### config.mk
export PLATFORM = sky130hd
export DESIGN_NAME = alu_mc
export DESIGN_NICKNAME = d
export VERILOG_FILES = /design/src/rtl/alu_mc.sv
export SDC_FILE = /design/constraint.sdc
export NUM_CORES = 1
export LEC_CHECK = 0
export ABC_AREA = 1
export ABC_CLOCK_PERIOD_IN_PS = 2850
export CORE_AREA = 5 5 163 197
export DETAILED_ROUTE_END_ITERATION = 6
export DIE_AREA = 0 0 168 202
export PLACE_DENSITY_LB_ADDON = 0.05
export RECOVER_POWER = 25
export SYNTH_ARGS = -nofsm -noshare
export SYNTH_HDL_FRONTEND = slang
export SYNTH_SLANG_ARGS = --single-unit
### constraint.sdc
create_clock -name clk -period 2.85 [get_ports clk]
set_input_delay 0.285 -clock clk [delete_from_list [all_inputs] [get_ports clk]]
set_output_delay 0.285 -clock clk [all_outputs]
set_load 0.005 [all_outputs]
### src/rtl/alu_mc.sv
// rtl/alu_mc.sv - ALU with valid/ready handshake and optional iterative multiplier (ALU_MC_MUL_EN)
module alu_mc #(
    parameter int XLEN = 32
) (
    input  logic            clk,
    input  logic            rst,
    input  logic            in_valid,
    output logic            in_ready,
    input  logic [3:0]      ALUCtl,
    input  logic [XLEN-1:0] rs1,
    input  logic [XLEN-1:0] rs2,
    output logic            out_valid,
    input  logic            out_ready,
    output logic [XLEN-1:0] ALUresult,
    output logic            zero,
    output logic            illegal
);

    localparam int SW = $clog2(XLEN);

    localparam logic [3:0] OP_AND  = 4'b0000;
    localparam logic [3:0] OP_OR   = 4'b0001;
    localparam logic [3:0] OP_ADD  = 4'b0010;
    localparam logic [3:0] OP_XOR  = 4'b0011;
    localparam logic [3:0] OP_SLL  = 4'b0100;
    localparam logic [3:0] OP_SRL  = 4'b0101;
    localparam logic [3:0] OP_SUB  = 4'b0110;
    localparam logic [3:0] OP_SLT  = 4'b0111;
    localparam logic [3:0] OP_SLTU = 4'b1000;
    localparam logic [3:0] OP_SRA  = 4'b1001;

`ifdef ALU_MC_MUL_EN
    localparam logic [3:0] OP_MUL  = 4'b1010;
    localparam int         CW      = $clog2(XLEN + 1);

    typedef enum logic [1:0] {IDLE = 2'd0, BUSY = 2'd1, DONE = 2'd2} state_t;

    logic [XLEN-1:0] mcand;
    logic [XLEN-1:0] mplier;
    logic [XLEN-1:0] acc;
    logic [XLEN-1:0] acc_next;
    logic [CW-1:0]   cnt;

    assign acc_next = acc + (mplier[0] ? mcand : '0);
`else
    typedef enum logic [1:0] {IDLE = 2'd0, DONE = 2'd2} state_t;
`endif

    state_t          state;
    logic [XLEN-1:0] res;
    logic            ill;
    logic [SW-1:0]   shamt;
    logic            accept;

    assign shamt     = rs2[SW-1:0];
    assign in_ready  = (state == IDLE) || ((state == DONE) && out_ready);
    assign accept    = in_valid && in_ready;
    assign out_valid = (state == DONE);

    // Single-cycle datapath; unsupported opcodes fall to an all-zero result.
    always_comb begin
        res = '0;
        ill = 1'b0;
        case (ALUCtl)
            OP_AND:  res = rs1 & rs2;
            OP_OR:   res = rs1 | rs2;
            OP_ADD:  res = rs1 + rs2;
            OP_SUB:  res = rs1 - rs2;
            OP_XOR:  res = rs1 ^ rs2;
            OP_SLL:  res = rs1 << shamt;
            OP_SRL:  res = rs1 >> shamt;
            OP_SRA:  res = $signed(rs1) >>> shamt;
            OP_SLT:  res = {{(XLEN-1){1'b0}}, $signed(rs1) < $signed(rs2)};
            OP_SLTU: res = {{(XLEN-1){1'b0}}, rs1 < rs2};
            default: begin
                res = '0;
                ill = 1'b1;
            end
        endcase
    end

    always_ff @(posedge clk) begin
        if (rst) begin
            state     <= IDLE;
            ALUresult <= '0;
            zero      <= 1'b0;
            illegal   <= 1'b0;
`ifdef ALU_MC_MUL_EN
            mcand     <= '0;
            mplier    <= '0;
            acc       <= '0;
            cnt       <= '0;
`endif
        end else begin
            case (state)
                IDLE, DONE: begin
                    if (accept) begin
`ifdef ALU_MC_MUL_EN
                        if (ALUCtl == OP_MUL) begin
                            mcand  <= rs1;
                            mplier <= rs2;
                            acc    <= '0;
                            cnt    <= '0;
                            state  <= BUSY;
                        end else begin
                            ALUresult <= res;
                            zero      <= (res == '0);
                            illegal   <= ill;
                            state     <= DONE;
                        end
`else
                        ALUresult <= res;
                        zero      <= (res == '0);
                        illegal   <= ill;
                        state     <= DONE;
`endif
                    end else if (state == DONE && out_ready) begin
                        state <= IDLE;
                    end
                end
`ifdef ALU_MC_MUL_EN
                // One shift-add step per cycle; the last step lands directly in DONE.
                BUSY: begin
                    mcand  <= mcand << 1;
                    mplier <= mplier >> 1;
                    acc    <= acc_next;
                    cnt    <= cnt + 1'b1;
                    if (cnt == CW'(XLEN - 1)) begin
                        ALUresult <= acc_next;
                        zero      <= (acc_next == '0);
                        illegal   <= 1'b0;
                        state     <= DONE;
                    end
                end
`endif
                default: state <= IDLE;
            endcase
        end
    end

endmodule

# After elaboration in Yosys (flattened, before gate mapping)
# Index checks and enable logic that the tools add are counted.
[word_totals]
input_bits = 72
reg_bits = 35
word_cells = 39
output_inout_bits = 36
[op_classes]
muxes = 4
n_shift = 3
addsub = 2
n_bitwise = 4
n_eq_ne = 9
reduce_logical = 11
n_lt_le_gt_ge = 2
[ops]
columns = ["op", "n"]
rows = [
  ["case mux 32 bit (10 select lines)", 1],
  ["less-than comparator 32 bit", 2],
  ["adder 32 bit", 1],
  ["bitwise AND 32 bit", 1],
  ["zero test 32 bit", 1],
  ["bitwise OR 32 bit", 1],
  ["<< shifter 32 x 5 -> 32 bit", 1],
  [">> shifter 32 x 5 -> 32 bit", 1],
  [">>> shifter 32 x 5 -> 32 bit", 1],
  ["subtractor 32 bit", 1],
  ["bitwise XOR 32 bit", 1],
  ["equality test 4 x 3 -> 1 bit, second input constant", 4],
  ["OR reduction 10 bit", 1],
  ["equality test 4 x 2 -> 1 bit, second input constant", 2],
  ["equality test 4 bit, second input constant", 2],
  ["equality test 4 x 1 -> 1 bit, second input constant", 1],
  ["zero test 4 bit", 1],
  ["two-way mux 2 bit", 2],
  ["OR reduction 2 bit", 2],
  ["logical AND 1 bit", 2],
  ["zero test 2 bit", 1],
  ["AND reduction 2 bit", 1],
  ["nonzero test 2 bit", 1],
  ["logical OR 1 bit", 1],
  ["other kinds (2)", 2],
]

# Logic depth before layout (Yosys ltp)
[logic_depth]
depth_word = 4
mapped_depth = 25

# Worst setup path after synthesis
# Ideal clock, no wire load.
[synth_path]
path_kind = "input to register"
startpoint = "in rs2[2]"
endpoint = "reg zero"
slack_ns = 0.096
setup_ns = 0.066
required_ns = 2.784
stages = 22
arrival_ns = 2.688
path_cell_list = "inv_1 clkbuf_1 clkbuf_1 ha_1 buf_4 nor2_2 nand2_1 nand3_1 nand2_1 nand2_1 nand2_1 nand2_1 nand2_1 nand2_1 nor2_1 nor2_1 nand3_1 nor2_1 nand2_1 nor2_1 nand2_1 a21oi_2"
[synth_via]
elab_chain_cells = 3
word_cells_on_any_way = 12
classes_between = "add/sub (2); order compare (2); shift (3); mux (1); bitwise (3); reduce/logical (1)"
[synth_rtl]
columns = ["element", "line_no", "source"]
rows = [
  ["start, declared", "11", "input logic [XLEN-1:0] rs2,"],
  ["subtractor 32 bit (tied with other cells)", "68", "OP_SUB: res = rs1 - rs2;"],
  ["case mux 32 bit (10 select lines) *", "64", "case (ALUCtl)"],
  ["zero test 32 bit *", "113", "zero <= (res == '0);"],
  ["end signal, assigned", "113", ""],
  ["end, declared", "15", "output logic zero,"],
]
# Mark *: on every way between the ends. The rest lies on a longest branch, timed or not.
# A chain may end at the register's enable or synchronous reset.

# Final worst setup path
[layout_path]
startpoint = "in rs2[24]"
endpoint = "reg zero"
[layout_via]
elab_chain_cells = 3
word_cells_on_any_way = 9
classes_between = "add/sub (2); order compare (2); mux (1); bitwise (3); reduce/logical (1)"
[layout_rtl]
columns = ["element", "line_no"]
rows = [
  ["subtractor 32 bit (tied with other cells)", "68"],
  ["case mux 32 bit (10 select lines) *", "64"],
  ["zero test 32 bit *", "113"],
]
# Marks and branches as above.

==> results_tabular.tex <==
\begin{tabular}{lr}
\hline
Metric & Value \\
\hline
\multicolumn{2}{l}{\textbf{CTS}} \\
\quad Number of buffers inserted during clock tree synthesis & 5 \\
\quad Clock tree buffer depth & 2 \\
\quad Register clock-pin slew on the reported worst setup and hold paths & roughly 0.06 ns \\
\quad Depth of the CTS H-tree & 2 \\
\quad Count of clock tree sinks & 35 \\
\quad Clock tree from TritonCTS & built \\
\quad Clock root cell & sky130\_fd\_sc\_hd\_\_clkbuf\_16 \\
\quad Worst-skew pair later-pin latency & 0.27 ns \\
\multicolumn{2}{l}{\textbf{Power and ir drop}} \\
\quad Part of the total power dissipated in sequential elements & 11.8\% \\
\quad Proportion of power drawn by combinational gates & 74.5\% \\
\quad Internal Pwr Total & 0.00240 W \\
\quad Net switching share of the total power & between 40\% and 50\% \\
\quad Areal power density over the cells & between 200 and 300 nW/um\^{}2 \\
\quad LEAKAGE & roughly 10 nW \\
\quad Worst IR Drop VDD & 0.319 mV \\
\quad Switching Power & 0.00225 W \\
\quad Post-layout power & 0.00465 W \\
\quad Proportion of power drawn by the clock network & a little over an eighth \\
\multicolumn{2}{l}{\textbf{GRT}} \\
\quad Total congestion overflow after global routing & 0 \\
\quad Via count of the first global-routing pass & approximately 17k \\
\quad Maximum number of pins on one net before global-route repair & 66 \\
\quad Wire length of the first global-routing pass & slightly below 100,000 um \\
\quad Combined global-route utilization of all metal layers & a little under two fifths \\
\quad Number of antenna violations at the first check in global routing & 1 \\
\multicolumn{2}{l}{\textbf{STA}} \\
\quad Measured slew at the worst slew-check pin & $\sim$0.78 ns \\
\quad Maximum operating frequency & 368 MHz \\
\quad Worst clock skew & around 0.0034 ns \\
\quad Min Tclk post-route & $\sim$2.7 ns \\
\quad Setup violations, final & 0 \\
\quad Max Slew Vio Count & 0 \\
\quad Number of hold violations in the final report & 0 \\
\quad Relative max-transition margin & between 40 and 50\% \\
\quad Post-route fraction of the period consumed by the critical path & a little over nine tenths \\
\multicolumn{2}{l}{\textbf{Yosys}} \\
\quad Share of Yosys cell area claimed by the top area cell type & 25.5\% \\
\quad Yosys reg bits & 35 \\
\quad Count of distinct cell types in the synthesized netlist & 43 \\
\quad Sequential share of the synthesized area & between 5 and 6\% \\
\quad Synthesized cell area & 11,800 um\^{}2 \\
\quad Cells after synthesis & between 2k and 2.5k \\
\quad Count of yosys warnings during synthesis & 0 \\
\quad Ranking of synthesized cells by area & sky130\_fd\_sc\_hd\_\_nand2\_1 (26\%), sky130\_fd\_sc\_hd\_\_nand3\_1 (19\%), sky130\_fd\_sc\_hd\_\_inv\_1 (11\%), sky130\_fd\_sc\_hd\_\_ha\_1 (10\%), sky130\_fd\_sc\_hd\_\_nor2\_1 (6.8\%) \\
\quad Syn\_nets & 2,547 \\
\quad Syn Area/Cell & roughly 5.0 um\^{}2 \\
\quad Leading area contributor after synthesis & sky130\_fd\_sc\_hd\_\_nand2\_1 \\
\multicolumn{2}{l}{\textbf{Worst setup path}} \\
\quad CP arrival & 2.93 ns \\
\quad Critical path peak fanout & 6 \\
\quad Category of the most critical setup path & in -> reg \\
\quad Required time of the worst setup path & $\sim$3 ns \\
\quad Critical path cell sequence & clkdlybuf4s50\_1 > inv\_1 > ha\_4 > buf\_8 > buf\_4 > nand2\_1 > o221ai\_1 > nor2\_1 > buf\_4 > nand4\_1 > nor2\_4 > nand2\_1 > nor2\_1 > nand2\_1 > nor2\_1 > nand2\_1 > a21oi\_2 \\
\quad Delay of the slowest cell on the worst path & roughly 0.50 ns \\
\quad Cell repeated most along the worst path & sky130\_fd\_sc\_hd\_\_nand2\_1 \\
\quad Kind of end point of the critical path & flop \\
\quad Startpoint type of the worst setup path & input port \\
\quad Slowest library cell on the worst path & sky130\_fd\_sc\_hd\_\_clkdlybuf4s50\_1 \\
\multicolumn{2}{l}{\textbf{Finish}} \\
\quad Number of nets in the final layout & approximately 3k \\
\quad Number of cells in the finished layout apart from fillers & around 3.3k \\
\quad Storage element area & between 700 and 800 um\^{}2 \\
\quad Highest-count cells in the layout ignoring fill and taps & sky130\_fd\_sc\_hd\_\_nand2\_1 (722), sky130\_fd\_sc\_hd\_\_buf\_4 (461), sky130\_fd\_sc\_hd\_\_nand3\_1 (411) \\
\quad Synth-to-layout area growth & 55.4\% \\
\quad Ratio of cells with drive above 1 in the final layout & between 20\% and 30\% \\
\quad Most common cell after layout, fill and taps aside & sky130\_fd\_sc\_hd\_\_nand2\_1 \\
\quad Filler instances & between 3k and 4k \\
\quad Total area of multi-input combinational cells & 10,600 um\^{}2 \\
\multicolumn{2}{l}{\textbf{Floorplanning}} \\
\quad Total I/O pin count & approximately 110 \\
\quad Initial Utilization & 39.3\% \\
\quad Core area & $\sim$30,000 um\^{}2 \\
\quad Die extent in y & a little over 200 um \\
\quad Chip Width & approximately 170 um \\
\quad Rows & 70 \\
\quad Total Die Area & $\sim$34,000 um\^{}2 \\
\multicolumn{2}{l}{\textbf{Run}} \\
\quad Max-cap violations & 0 \\
\multicolumn{2}{l}{\textbf{Run status}} \\
\quad Run status & finished clean \\
\multicolumn{2}{l}{\textbf{Place}} \\
\quad Last weighted congestion value of the routability-driven placer & roughly 1.1 \\
\quad Total of buffers placed on input and output ports & 107 \\
\quad Dpl hpwl & about 56,000 um \\
\quad Dpl cells & 3,238 \\
\multicolumn{2}{l}{\textbf{Detailed routing}} \\
\quad Routed len/inst & 20.5 um \\
\quad Initial drt markers & 1,929 \\
\quad Wirelength, routed & approximately 67,000 um \\
\quad Remaining design rule violation count & 0 \\
\quad Via density per instance & 5.52 \\
\quad Vias & around 18k \\
\quad Antenna violation net count after detailed routing & 0 \\
\quad First-pass detailed-route iteration total & 7 \\
\multicolumn{2}{l}{\textbf{Min path}} \\
\quad Worst hold path class & reg -> reg \\
\hline
\end{tabular}
-- sequential cells by signal, indices dropped and copies added (netlist names) --
name,cells
illegal,1
state,1
ALUresult,32
zero,1
-- logic make-up (layout without fill, tap and decap cells) --
kind of cell	after synthesis	in the layout	synth area share, %
flops	35	35	5.94
buf+inv	467	967	16.3
fa+ha+maj	100	100	10.7
simple gates	1565	1565	56.8
compound gates	208	208	10.2
other cells	0	1	0
-- repair_timing --
action | 4_1_cts | 5_1_grt
gates resized for setup | 134 | 324
endpoints found under the hold margin | 0 | 0
buffers inserted | 9 | 16
pin swaps | 18 | 71
endpoints found under the setup margin | 22 | 19
hold buffers | 0 | 0
-- layer usage --
metal | share of wire (%) | global-route usage, %
met5 | 0 | 0
met4 | 6.2 | 17.5
met3 | 9.2 | 3.81
met2 | 45 | 61.3
met1 | 39 | 48.3
-- Yosys cell counts --
library cell                count
sky130_fd_sc_hd__inv_4          1
sky130_fd_sc_hd__o21ai_0       45
sky130_fd_sc_hd__nand4_1       33
sky130_fd_sc_hd__o2111ai_1      3
sky130_fd_sc_hd__nand3b_1       1
sky130_fd_sc_hd__inv_2          8
sky130_fd_sc_hd__and2_1        17
sky130_fd_sc_hd__nor3_2         1
sky130_fd_sc_hd__nor2_2        11
sky130_fd_sc_hd__nand2_2       14
sky130_fd_sc_hd__nor2b_1        1
sky130_fd_sc_hd__nand3_1      439
sky130_fd_sc_hd__a211oi_1       1
sky130_fd_sc_hd__nand2_4        1
sky130_fd_sc_hd__a31oi_1        2
sky130_fd_sc_hd__buf_1         12
sky130_fd_sc_hd__a21oi_1       81
sky130_fd_sc_hd__nand2_1      802
sky130_fd_sc_hd__dfxtp_1       35
sky130_fd_sc_hd__inv_1        351
sky130_fd_sc_hd__a21o_1         1
sky130_fd_sc_hd__a21oi_2        2
sky130_fd_sc_hd__o211ai_1      30
sky130_fd_sc_hd__clkinv_1       1
sky130_fd_sc_hd__or2_0          1
sky130_fd_sc_hd__nor2_1       215
sky130_fd_sc_hd__o22ai_1       13
sky130_fd_sc_hd__fa_1           2
sky130_fd_sc_hd__nor3_1        18
sky130_fd_sc_hd__nor4_1         3
sky130_fd_sc_hd__nand3_2        5
sky130_fd_sc_hd__ha_1          98
sky130_fd_sc_hd__buf_4         17
sky130_fd_sc_hd__a21boi_0       3
sky130_fd_sc_hd__clkbuf_1      28
sky130_fd_sc_hd__buf_6          7
sky130_fd_sc_hd__buf_2         42
sky130_fd_sc_hd__o21bai_1      10
sky130_fd_sc_hd__nor2_4         1
sky130_fd_sc_hd__or2_1          1
sky130_fd_sc_hd__o221ai_1       3
sky130_fd_sc_hd__o21ai_1       14
sky130_fd_sc_hd__and3_1         1
-- final cells by class --
| cell class | count | share of cell area (%) |
|---|---|---|
| clock inverters | 2 | 0.191 |
| repair buffers | 598 | 27.4 |
| diodes | 1 | 0.0136 |
| flip-flops and latches | 35 | 3.82 |
| clock buffers | 6 | 0.757 |
| multi-input cells | 1873 | 57.7 |
| inverters | 361 | 7.43 |
| well taps | 396 | 2.70 |
-- final timing paths --
check,slack (ns),startpoint,depth (start not counted),end
max,0.13,rs2[24],17,zero$_SDFFE_PP0P_
min,0.49,ALUresult[30]$_SDFFE_PP0P_,2,ALUresult[30]$_SDFFE_PP0P_
max reg2reg,0.75,state[1]$_SDFFE_PP0P_,15,zero$_SDFFE_PP0P_
min reg2reg,0.49,ALUresult[30]$_SDFFE_PP0P_,2,ALUresult[30]$_SDFFE_PP0P_
-- worst max-delay path, delay by kind of cell --
family                     cells  cell delay (ns)
AOI/OAI and AO/OA              2             0.28
and+or+nand+nor                9             1.08
adders and majority gates      1             0.24
buffers and inverters          5             1.03
-- metrics by stage --
| step | TNS (ns) | utilization (%) | instance area (um^2) | hold slack [ns] | worst slack [ns] |
|---|---|---|---|---|---|
| final | 0 | 61.1 | 18300 | 0.492 | 0.130 |
| after global routing | -0.0479 | 61.0 | 18300 | 0.514 | -0.0354 |
| after CTS | 0 | 57.2 | 17200 | 0.505 | 0.00126 |
| after detailed placement | -10.15 | 54.8 | 16400 | 0.488 | -0.679 |
| after global placement | -9.83 | 54.8 | 16400 | 0.484 | -0.722 |
| after floorplan | 0 | - | 11800 | 0.347 | 0.0962 |
-- power groups by stage --
stage	Clock, W	Sequential (W)	Combinational [W]
6_report	0.000636	0.000551	0.00347
5_1_grt	0.000666	0.000554	0.00370
4_1_cts	0.000643	0.000551	0.00311
3_5_place_dp	0	0.000561	0.00297
3_3_place_gp	0	0.000561	0.00295
2_1_floorplan	0	0.000561	0.00145
Note: power is estimated with default switching activity, not from simulation.
